$ cat src/rtl/sudoku_io_ctrl_if.sv
// Bus bundle between the sudoku I/O controller and its environment:
// cell input stream, cell output stream, solver memory port, solver control
// and status. The master modport is the controller side.
interface sudoku_io_ctrl_if #(
    parameter int VW = 4,
    parameter int TW = 32,
    parameter int AW = 7
);
    logic          i_in_valid;
    logic          o_in_ready;
    logic [VW-1:0] i_in_data;
    logic          o_out_valid;
    logic          i_out_ready;
    logic [VW-1:0] o_out_data;
    logic          o_out_last;
    logic          o_mem_we;
    logic          o_mem_re;
    logic [AW-1:0] o_mem_addr;
    logic [VW-1:0] o_mem_wdata;
    logic [VW-1:0] i_mem_rdata;
    logic          o_solver_start;
    logic          i_solver_done;
    logic [TW-1:0] i_timeout_limit;
    logic          o_busy;
    logic          o_timeout;
    logic          o_err_value;

    modport master (
        input  i_in_valid, i_in_data, i_out_ready, i_mem_rdata,
               i_solver_done, i_timeout_limit,
        output o_in_ready, o_out_valid, o_out_data, o_out_last,
               o_mem_we, o_mem_re, o_mem_addr, o_mem_wdata,
               o_solver_start, o_busy, o_timeout, o_err_value
    );

    modport slave (
        output i_in_valid, i_in_data, i_out_ready, i_mem_rdata,
               i_solver_done, i_timeout_limit,
        input  o_in_ready, o_out_valid, o_out_data, o_out_last,
               o_mem_we, o_mem_re, o_mem_addr, o_mem_wdata,
               o_solver_start, o_busy, o_timeout, o_err_value
    );
endinterface

$ cat src/rtl/sudoku_io_ctrl.sv
// Sudoku board I/O controller: streams a board into the solver memory,
// kicks the solver, waits for done (with optional timeout), then streams
// the board back out of memory one cell every two cycles.
module sudoku_io_ctrl #(
    parameter int BOX = 3,
    parameter int VW  = 4,
    parameter int TW  = 32,
    parameter int AW  = $clog2(BOX*BOX*BOX*BOX)
) (
    input  logic             clk,
    input  logic             rst_n,
    sudoku_io_ctrl_if.master bus
);
    localparam int N = BOX*BOX;
    localparam int C = N*N;
    localparam logic [AW-1:0] LAST_CELL = AW'(C-1);
    localparam logic [VW-1:0] MAX_VAL   = VW'(N);

    typedef enum logic [2:0] {
        LOAD   = 3'd0,
        KICK   = 3'd1,
        WAIT   = 3'd2,
        RD_REQ = 3'd3,
        RD_OUT = 3'd4
    } state_t;

    state_t        state_reg;
    logic [AW-1:0] cell_cnt_reg;
    logic [TW-1:0] tmo_cnt_reg;
    logic          timeout_reg;
    logic          err_reg;
    logic [VW-1:0] out_data_reg;
    logic          first_out_reg;

    logic in_beat;
    logic bad_value;
    logic tmo_hit;

    // A write beat is gated by rst_n so nothing reaches memory while in reset.
    assign in_beat   = rst_n && (state_reg == LOAD) && bus.i_in_valid;
    assign bad_value = (bus.i_in_data > MAX_VAL);
    assign tmo_hit   = (bus.i_timeout_limit != '0) &&
                       (tmo_cnt_reg == bus.i_timeout_limit - TW'(1));

    assign bus.o_in_ready     = (state_reg == LOAD);
    assign bus.o_busy         = (state_reg != LOAD);
    assign bus.o_solver_start = (state_reg == KICK);
    assign bus.o_mem_we       = in_beat;
    assign bus.o_mem_re       = (state_reg == RD_REQ);
    assign bus.o_mem_addr     = (in_beat || state_reg == RD_REQ) ? cell_cnt_reg : '0;
    assign bus.o_mem_wdata    = (in_beat && !bad_value) ? bus.i_in_data : '0;
    assign bus.o_out_valid    = (state_reg == RD_OUT);
    // First RD_OUT cycle passes read data straight through so a beat can
    // complete every two cycles; afterwards the captured copy holds it stable.
    assign bus.o_out_data     = (state_reg != RD_OUT) ? '0 :
                                (first_out_reg ? bus.i_mem_rdata : out_data_reg);
    assign bus.o_out_last     = (state_reg == RD_OUT) && (cell_cnt_reg == LAST_CELL);
    assign bus.o_timeout      = timeout_reg;
    assign bus.o_err_value    = err_reg;

    // Main sequencer: load, kick, wait/timeout, read-out loop.
    always_ff @(posedge clk or negedge rst_n) begin
        if (!rst_n) begin
            state_reg     <= LOAD;
            cell_cnt_reg  <= '0;
            tmo_cnt_reg   <= '0;
            timeout_reg   <= 1'b0;
            err_reg       <= 1'b0;
            out_data_reg  <= '0;
            first_out_reg <= 1'b0;
        end else begin
            case (state_reg)
                LOAD: begin
                    if (bus.i_in_valid) begin
                        // New board clears the sticky flags; a bad first cell
                        // still sets the error below.
                        if (cell_cnt_reg == '0) begin
                            err_reg     <= 1'b0;
                            timeout_reg <= 1'b0;
                        end
                        if (bad_value) begin
                            err_reg <= 1'b1;
                        end
                        if (cell_cnt_reg == LAST_CELL) begin
                            cell_cnt_reg <= '0;
                            state_reg    <= KICK;
                        end else begin
                            cell_cnt_reg <= cell_cnt_reg + AW'(1);
                        end
                    end
                end
                KICK: begin
                    tmo_cnt_reg <= '0;
                    state_reg   <= WAIT;
                end
                WAIT: begin
                    // Done beats a simultaneous timeout.
                    if (bus.i_solver_done) begin
                        state_reg <= RD_REQ;
                    end else begin
                        if (tmo_cnt_reg != '1) begin
                            tmo_cnt_reg <= tmo_cnt_reg + TW'(1);
                        end
                        if (tmo_hit) begin
                            timeout_reg <= 1'b1;
                            state_reg   <= RD_REQ;
                        end
                    end
                end
                RD_REQ: begin
                    first_out_reg <= 1'b1;
                    state_reg     <= RD_OUT;
                end
                RD_OUT: begin
                    first_out_reg <= 1'b0;
                    if (first_out_reg) begin
                        out_data_reg <= bus.i_mem_rdata;
                    end
                    if (bus.i_out_ready) begin
                        if (cell_cnt_reg == LAST_CELL) begin
                            cell_cnt_reg <= '0;
                            state_reg    <= LOAD;
                        end else begin
                            cell_cnt_reg <= cell_cnt_reg + AW'(1);
                            state_reg    <= RD_REQ;
                        end
                    end
                end
                default: state_reg <= LOAD;
            endcase
        end
    end
endmodule
$ cat src/flat_wrapper.sv
// flat-port wrapper written by rule: the top's interface ports become plain ports
module sudoku_io_ctrl_flat 
#(
    parameter int BOX = 3,
    parameter int VW  = 4,
    parameter int TW  = 32,
    parameter int AW  = $clog2(BOX*BOX*BOX*BOX)
)
  (clk, rst_n, bus_i_in_valid, bus_i_in_data, bus_i_out_ready, bus_i_mem_rdata, bus_i_solver_done, bus_i_timeout_limit, bus_o_in_ready, bus_o_out_valid, bus_o_out_data, bus_o_out_last, bus_o_mem_we, bus_o_mem_re, bus_o_mem_addr, bus_o_mem_wdata, bus_o_solver_start, bus_o_busy, bus_o_timeout, bus_o_err_value);
  sudoku_io_ctrl_if #(.VW(VW), .TW(TW), .AW(AW)) bus_i ();
  input  logic clk;
  input  logic rst_n;
  input wire logic [$bits(bus_i.i_in_valid)-1:0] bus_i_in_valid;
  input wire logic [$bits(bus_i.i_in_data)-1:0] bus_i_in_data;
  input wire logic [$bits(bus_i.i_out_ready)-1:0] bus_i_out_ready;
  input wire logic [$bits(bus_i.i_mem_rdata)-1:0] bus_i_mem_rdata;
  input wire logic [$bits(bus_i.i_solver_done)-1:0] bus_i_solver_done;
  input wire logic [$bits(bus_i.i_timeout_limit)-1:0] bus_i_timeout_limit;
  output wire logic [$bits(bus_i.o_in_ready)-1:0] bus_o_in_ready;
  output wire logic [$bits(bus_i.o_out_valid)-1:0] bus_o_out_valid;
  output wire logic [$bits(bus_i.o_out_data)-1:0] bus_o_out_data;
  output wire logic [$bits(bus_i.o_out_last)-1:0] bus_o_out_last;
  output wire logic [$bits(bus_i.o_mem_we)-1:0] bus_o_mem_we;
  output wire logic [$bits(bus_i.o_mem_re)-1:0] bus_o_mem_re;
  output wire logic [$bits(bus_i.o_mem_addr)-1:0] bus_o_mem_addr;
  output wire logic [$bits(bus_i.o_mem_wdata)-1:0] bus_o_mem_wdata;
  output wire logic [$bits(bus_i.o_solver_start)-1:0] bus_o_solver_start;
  output wire logic [$bits(bus_i.o_busy)-1:0] bus_o_busy;
  output wire logic [$bits(bus_i.o_timeout)-1:0] bus_o_timeout;
  output wire logic [$bits(bus_i.o_err_value)-1:0] bus_o_err_value;
  assign bus_i.i_in_valid = bus_i_in_valid;
  assign bus_i.i_in_data = bus_i_in_data;
  assign bus_i.i_out_ready = bus_i_out_ready;
  assign bus_i.i_mem_rdata = bus_i_mem_rdata;
  assign bus_i.i_solver_done = bus_i_solver_done;
  assign bus_i.i_timeout_limit = bus_i_timeout_limit;
  assign bus_o_in_ready = bus_i.o_in_ready;
  assign bus_o_out_valid = bus_i.o_out_valid;
  assign bus_o_out_data = bus_i.o_out_data;
  assign bus_o_out_last = bus_i.o_out_last;
  assign bus_o_mem_we = bus_i.o_mem_we;
  assign bus_o_mem_re = bus_i.o_mem_re;
  assign bus_o_mem_addr = bus_i.o_mem_addr;
  assign bus_o_mem_wdata = bus_i.o_mem_wdata;
  assign bus_o_solver_start = bus_i.o_solver_start;
  assign bus_o_busy = bus_i.o_busy;
  assign bus_o_timeout = bus_i.o_timeout;
  assign bus_o_err_value = bus_i.o_err_value;
  sudoku_io_ctrl #(.BOX(BOX), .VW(VW), .TW(TW), .AW(AW)) u_core (.clk(clk), .rst_n(rst_n), .bus(bus_i));
endmodule
$ cat config.mk
export PLATFORM = sky130hd
export DESIGN_NAME = sudoku_io_ctrl_flat
export DESIGN_NICKNAME = d
export VERILOG_FILES = /design/src/rtl/sudoku_io_ctrl_if.sv /design/src/rtl/sudoku_io_ctrl.sv /design/src/flat_wrapper.sv
export SDC_FILE = /design/constraint.sdc
export NUM_CORES = 1
export LEC_CHECK = 0
export ABC_AREA = 1
export CAP_MARGIN = 10
export CORE_MARGIN = 4
export CORE_UTILIZATION = 30
export DETAILED_ROUTE_END_ITERATION = 6
export SLEW_MARGIN = 30
export SYNTH_ARGS = -nofsm -noshare
export SYNTH_HDL_FRONTEND = slang
export SYNTH_SLANG_ARGS = --single-unit
export TNS_END_PERCENT = 1
$ cat constraint.sdc
create_clock -name clk -period 2.25 [get_ports clk]
set_input_delay 0.5625 -clock clk [delete_from_list [all_inputs] [get_ports clk]]
set_output_delay 0.5625 -clock clk [all_outputs]
set_load 0.1 [all_outputs]
==> impl_metrics.env, run 1 <==
export IMPL_fin_crit_ns=2.41
export IMPL_cts_tree="done"
export IMPL_nNetsFinal=971
export IMPL_placed_cells=1114
export IMPL_maxSlewViolCount=0
export IMPL_drive_above_1_share_pct=26.7
export IMPL_ys_warn_count=0
export IMPL_grt_first_pass_wirelength_um=25700
export IMPL_initial_core_util_pct=30.8
export IMPL_cts_hold_buf=0
export IMPL_power_total_mw=3.78
export IMPL_cp_end_kind="output pin"
export IMPL_multi_input_area_um2=3260
export IMPL_drtIter0Drc=251
export IMPL_yosysUniqueCellTypes=41
export IMPL_p_per_area_nw_per_um2=529
export IMPL_wl_um=15400
export IMPL_instances_no_fill=1133
export IMPL_h_tree_depth=2
export IMPL_numPortBuffers=68
export IMPL_synth_seq_cells=49
export IMPL_cp_data_arrival_time_ns=1.85
export IMPL_area_growth_pct=52.4
export IMPL_final_setup_viol_count=15
export IMPL_crit_fanout=4
export IMPL_crit_type="reg -> out"
export IMPL_drtPass1Iterations=7
export IMPL_grt_busiest_layer="met2"
export IMPL_antenna_found_initial=0
export IMPL_slew_headroom_pct=56.7
export IMPL_num_antenna_cells=0
export IMPL_hold_class="in -> async"
export IMPL_clock_root_buffer="clkbuf_16"
export IMPL_fillers=1517
export IMPL_clock_tree_buffer_depth=2
export IMPL_violations="setup timing"
export IMPL_grt_pass1_vias=5248
export IMPL_postRouteAntennaNets=0
export IMPL_syn_cell_area_um2=4700
export IMPL_num_io_pins=69
export IMPL_clk_pin_slew_worst_paths_ns=0.07
export IMPL_syn_nets=788
export IMPL_grt_start_max_net_pins=50
export IMPL_use_met3_pct=3.63
export IMPL_synthFlopType="dfrtp_1"
export IMPL_dieArea_um2=17700
export IMPL_row_count=45
export IMPL_dieHeight_um=133
export IMPL_wl_per_cell_um=13.6
export IMPL_final_cell_area_um2=7160
export IMPL_synth_seq_area_share_pct=26.1
export IMPL_grt_util_met2_pct=30.0
export IMPL_core_area_um2=15300
export IMPL_via_per_inst=4.59
export IMPL_cts_sinks=49
export IMPL_regArea_um2=1230
export IMPL_syn_area_per_cell_um2=6.36
export IMPL_syn_inst=738
export IMPL_outcome="finished with violations"
export IMPL_drv_cap=0
export IMPL_finClkSkew_ns=0.00993
export IMPL_async_flop_share_pct=100
export IMPL_max_freq_ghz=0.415
export IMPL_rsz0062_at_grt="yes"
export IMPL_place_congestion=0.938
export IMPL_cts_buffers=5
export IMPL_grt_util_all_layers_pct=17.8
export IMPL_vias=5202
export IMPL_largest_register_ffs=32
export IMPL_drc=0
export IMPL_final_hold_violation_count=0
export IMPL_period_share_pct=107
export IMPL_required_ns=1.69
export IMPL_clk_latency_ns=0.30
export IMPL_crit_path_start_kind="register"
export IMPL_final_setup_worst_slack_ns=-0.162
export IMPL_leakage_nw=3.18
export IMPL_die_width_um=133
export IMPL_use_met1_pct=22.5
export IMPL_dp_hpwl_um=12700
export IMPL_place_area_um2=6740
export IMPL_worst_pin_slew_ns=0.650
export IMPL_vdd_drop_max_mv=0.428
export IMPL_gr_total_overflow=0
export IMPL_synth_edf_count=0
[timing repair]
| item | CTS | global route |
|---|---|---|
| setup buffers | 5 | 5 |
| gates resized for setup | 15 | 33 |
| endpoints found under the setup margin | 19 | 21 |
| endpoints found under the hold margin | 0 | 0 |
| pin swaps | 7 | 17 |
| cloned | 0 | 1 |
[layer usage]
metal | routed length (µm) | part of all wire [%]
met1 | 6820 | 44
met3 | 903 | 5.8
met5 | 0 | 0
met2 | 7180 | 46
met4 | 542 | 3.5
[area by class of cell]
class / count / share of cell area, %
sequential: 49 / 17.1
timing repair buffer: 188 / 25.6
inverter: 100 / 5.35
clock buffer: 5 / 1.75
tap: 211 / 3.69
multi-input combinational: 577 / 45.6
clock inverter: 3 / 0.909
[worst max-delay path, cell delays in order, from the launching register on]
cell     delay (ns)
dfrtp_1        0.39
nor2_2         0.15
inv_2          0.06
nor2_4         0.17
inv_8          0.04
nor2_4         0.09
nand2_2        0.07
or2_4          0.28
nor2_4         0.12
buf_12         0.18
[report_power, final]
part	switching (mW)	leakage, nW	internal [mW]
registers	0.158	0.643	1.07
logic	0.939	2.44	0.628
clock network	0.356	0.0938	0.636
total	1.45	3.18	2.33
[Yosys cell counts, drive strengths merged, types with 5 or more instances]
master	instances	area share, %
a21oi	13	1.4
buf	7	0.85
clkbuf	6	0.56
dfrtp	49	26
ha	5	1.3
inv	100	8.0
nand2	217	19
nand3	36	4.0
nand3b	10	1.6
nand4	21	2.8
nor2	138	14
nor3	22	2.7
nor4	11	1.6
o21ai	27	3.1
o31ai	19	3.0
xnor2	18	3.4
xor2	22	4.1
[path summary, 6_finish.rpt]
kind / depth (start not counted) / from / to / slack [ns]
hold / removal: 2 / rst_n / u_core.bus.o_err_value / 0.41
hold reg to reg: 2 / u_core.out_data_reg[2] / u_core.out_data_reg[2] / 0.49
setup reg to reg: 7 / u_core.tmo_cnt_reg[25] / u_core.tmo_cnt_reg[10] / 0.17
min in group clk: 2 / u_core.out_data_reg[2] / u_core.out_data_reg[2] / 0.49
setup / recovery: 9 / u_core.state_reg[2] / bus_o_mem_wdata[1] / -0.16
max in group asynchronous: 2 / rst_n / u_core.tmo_cnt_reg[1] / 1.39
[logic make-up after synthesis]
kind of cell	count (synthesis)	synth area share (%)
buf+inv	113	9.40
fa+ha+maj	5	1.33
compound gates	65	8.60
xor+xnor	40	7.46
mux	4	0.852
simple gates	462	46.2
flops	49	26.1
[cell usage in the layout, fill, tap and decap left out, drive strengths merged, types with 4 or more instances in the layout]
cell / instances
mux2i: 4
inv: 100
a21oi: 13
nor3: 22
clkdlybuf4s50: 39
o31ai: 19
nor3b: 4
nand2: 217
dfrtp: 49
nand3b: 10
clkbuf: 5
nor4: 11
buf: 145
xor2: 22
o21ai: 27
nor2: 139
ha: 5
nand3: 36
nand4: 21
xnor2: 18
[through the flow]
step,hold WS (ns),setup slack [ns],setup TNS [ns],util (%)
final,0.411,-0.162,-1.86,46.9
after global routing,0.474,-0.292,-3.87,46.9
after CTS,0.450,-0.229,-2.25,45.9
after detailed placement,0.480,-0.566,-3.81,44.2
after global placement,0.470,-0.515,-3.58,44.2
after floorplan,0.267,-0.844,-18.64,-
Power figures use the tool's default switching activity.
==> run 2: changes to the inputs <==
Settings changed: PLACE_DENSITY from default to 0.57.
==> run 2 against run 1 <==
- the run still ends with setup timing left
- non-clock buffer count fell by 6
- fmax increased by 1.1%
- clock skew down 0.0021 ns
- cell count decreased by 0.53%
- core utilization grew 0.46 points
- largest cell class unchanged
==> impl_metrics.env, run 2 (synthesized netlist as in run 1, its figures left out) <==
export IMPL_initial_core_util_pct=30.8
export IMPL_worst_pin_slew_ns=0.643
export IMPL_final_common_cell="nand2_1"
export IMPL_vdd_drop_max_mv=0.435
export IMPL_numPortBuffers=68
export IMPL_finClkSkew_ns=0.00784
export IMPL_rsz0062_at_grt="yes"
export IMPL_nNetsFinal=966
export IMPL_max_freq_ghz=0.419
export IMPL_use_met1_pct=22.0
export IMPL_p_comb_share_pct=42.3
export IMPL_num_io_pins=69
export IMPL_final_hold_violation_count=0
export IMPL_crit_fanout=4
export IMPL_hold_class="in -> async"
export IMPL_p_sw_mw=1.42
export IMPL_regArea_um2=1230
export IMPL_crit_path_start_kind="register"
export IMPL_grt_start_max_net_pins=50
export IMPL_slew_headroom_pct=57.1
export IMPL_final_cell_area_um2=7230
export IMPL_largest_register_ffs=32
export IMPL_num_antenna_cells=0
export IMPL_layout_common_cells="192 x nand2_1, 112 x buf_4, 90 x inv_1"
export IMPL_cp_end_kind="output pin"
export IMPL_clock_tree_buffer_depth=2
export IMPL_grt_util_all_layers_pct=17.2
export IMPL_seq_power_share_pct=36.1
export IMPL_clock_root_buffer="clkbuf_16"
export IMPL_place_area_um2=6650
export IMPL_gr_total_overflow=0
export IMPL_leakage_nw=3.30
export IMPL_drv_cap=0
export IMPL_dieArea_um2=17700
export IMPL_crit_type="reg -> out"
export IMPL_period_share_pct=106
export IMPL_outcome="finished with violations"
export IMPL_sw_frac_of_total_pct=40.4
export IMPL_wl_per_cell_um=13.8
export IMPL_final_setup_viol_count=14
export IMPL_grt_first_pass_wirelength_um=24900
export IMPL_multi_input_area_um2=3370
export IMPL_vias=5228
export IMPL_grt_pass1_vias=5124
export IMPL_cts_sinks=49
export IMPL_postRouteAntennaNets=0
export IMPL_area_growth_pct=53.9
export IMPL_maxSlewViolCount=0
export IMPL_via_per_inst=4.64
export IMPL_cts_tree="done"
export IMPL_required_ns=1.69
export IMPL_grt_util_met2_pct=29.5
export IMPL_cp_data_arrival_time_ns=1.82
export IMPL_dieHeight_um=133
export IMPL_drc=0
export IMPL_drtPass1Iterations=5
export IMPL_fin_crit_ns=2.39
export IMPL_row_count=45
export IMPL_grt_busiest_layer="met2"
export IMPL_fillers=1569
export IMPL_power_frac_clock_pct=21.6
export IMPL_wl_um=15500
export IMPL_final_setup_worst_slack_ns=-0.137
export IMPL_cts_buffers=5
export IMPL_place_congestion=0.960
export IMPL_core_area_um2=15300
export IMPL_drtIter0Drc=335
export IMPL_antenna_found_initial=0
export IMPL_clk_latency_ns=0.29
export IMPL_die_width_um=133
export IMPL_internal_power_mw=2.10
export IMPL_use_met3_pct=2.72
export IMPL_p_per_area_nw_per_um2=488
export IMPL_dp_hpwl_um=12500
export IMPL_tns_ns=-1.31
export IMPL_clk_pin_slew_worst_paths_ns=0.06
export IMPL_h_tree_depth=2
export IMPL_drive_above_1_share_pct=27.8
export IMPL_violations="setup timing"
==> run 2: cell types whose count changed in the layout (fill, tap and decap cells not counted), sizes merged <==
cell	previous run	this run
clkinv	1	0
clkbuf	5	7
dlymetal6s2s	3	20
buf	145	139
clkdlybuf4s50	39	23
bufinv	2	0
dlygate4sd2	1	0
nor2	139	140
==> run 2: worst max-delay path: stages, from the launching register on <==
cell and delay, ns:
dfrtp_1 0.38, nor2_2 0.14, inv_2 0.06, nor2_4 0.17, inv_8 0.04, nor2_4 0.09, nand2_2 0.07, or2_4 0.29
nor2_4 0.12, buf_12 0.18
==> run 2: per-stage QoR <==
step	hold slack (ns)	power (mW)	cells	worst slack (ns)	util [%]
3_3_place_gp	0.475	2.71	1102	-0.572	43.6
4_1_cts	0.457	3.50	1117	-0.212	45.2
6_report	0.414	3.52	1127	-0.137	47.4
3_5_place_dp	0.479	2.72	1102	-0.608	43.6
5_1_grt	0.481	3.74	1127	-0.230	47.4
2_1_floorplan	0.267	2.14	738	-0.844	-
==> run 2: power groups by stage <==
stage / clock, mW / combinational (mW) / sequential, mW
after floorplan: 0 / 0.848 / 1.29
after global placement: 0 / 1.43 / 1.28
after detailed placement: 0 / 1.44 / 1.28
after CTS: 0.776 / 1.46 / 1.27
after global routing: 0.812 / 1.63 / 1.30
final: 0.763 / 1.49 / 1.27
==> run 2: final timing paths <==
check,start,to,slack [ns],cells after the start
setup / recovery,u_core.state_reg[2],bus_o_mem_wdata[1],-0.14,9
hold / removal,rst_n,u_core.cell_cnt_reg[5],0.41,2
setup reg to reg,u_core.tmo_cnt_reg[0],u_core.tmo_cnt_reg[2],0.22,8
hold reg to reg,u_core.out_data_reg[0],u_core.out_data_reg[0],0.49,2
max in group asynchronous,rst_n,u_core.out_data_reg[1],1.39,2
min in group clk,u_core.out_data_reg[0],u_core.out_data_reg[0],0.49,2
==> run 2: layout make-up <==
cell class / instances / area share, %
inverters: 100 / 5.33
multi-input cells: 578 / 46.6
repair buffers: 182 / 25.4
flip-flops and latches: 49 / 17.0
well taps: 211 / 3.65
clock buffers: 7 / 1.97
==> run 2: metal layers <==
layer	up-vias	wire, µm
li1	2711	-
met1	2349	6940
met2	143	7300
met3	25	803
met4	0	468
met5	-	0
==> run 2: repair_timing <==
| action | in CTS | in global routing |
|---|---|---|
| gates cloned | 1 | 1 |
| pin swaps | 8 | 37 |
| resized for setup | 13 | 76 |
| endpoints found under the setup margin | 16 | 16 |
| buffers inserted | 7 | 9 |
| hold buffers | 0 | 0 |
==> run 3: changes to the inputs <==
Settings changed: SLEW_MARGIN 30 to default.
==> results of run 3 <==
Same layout as run 2: the final DEF is identical, and so are final timing and power.
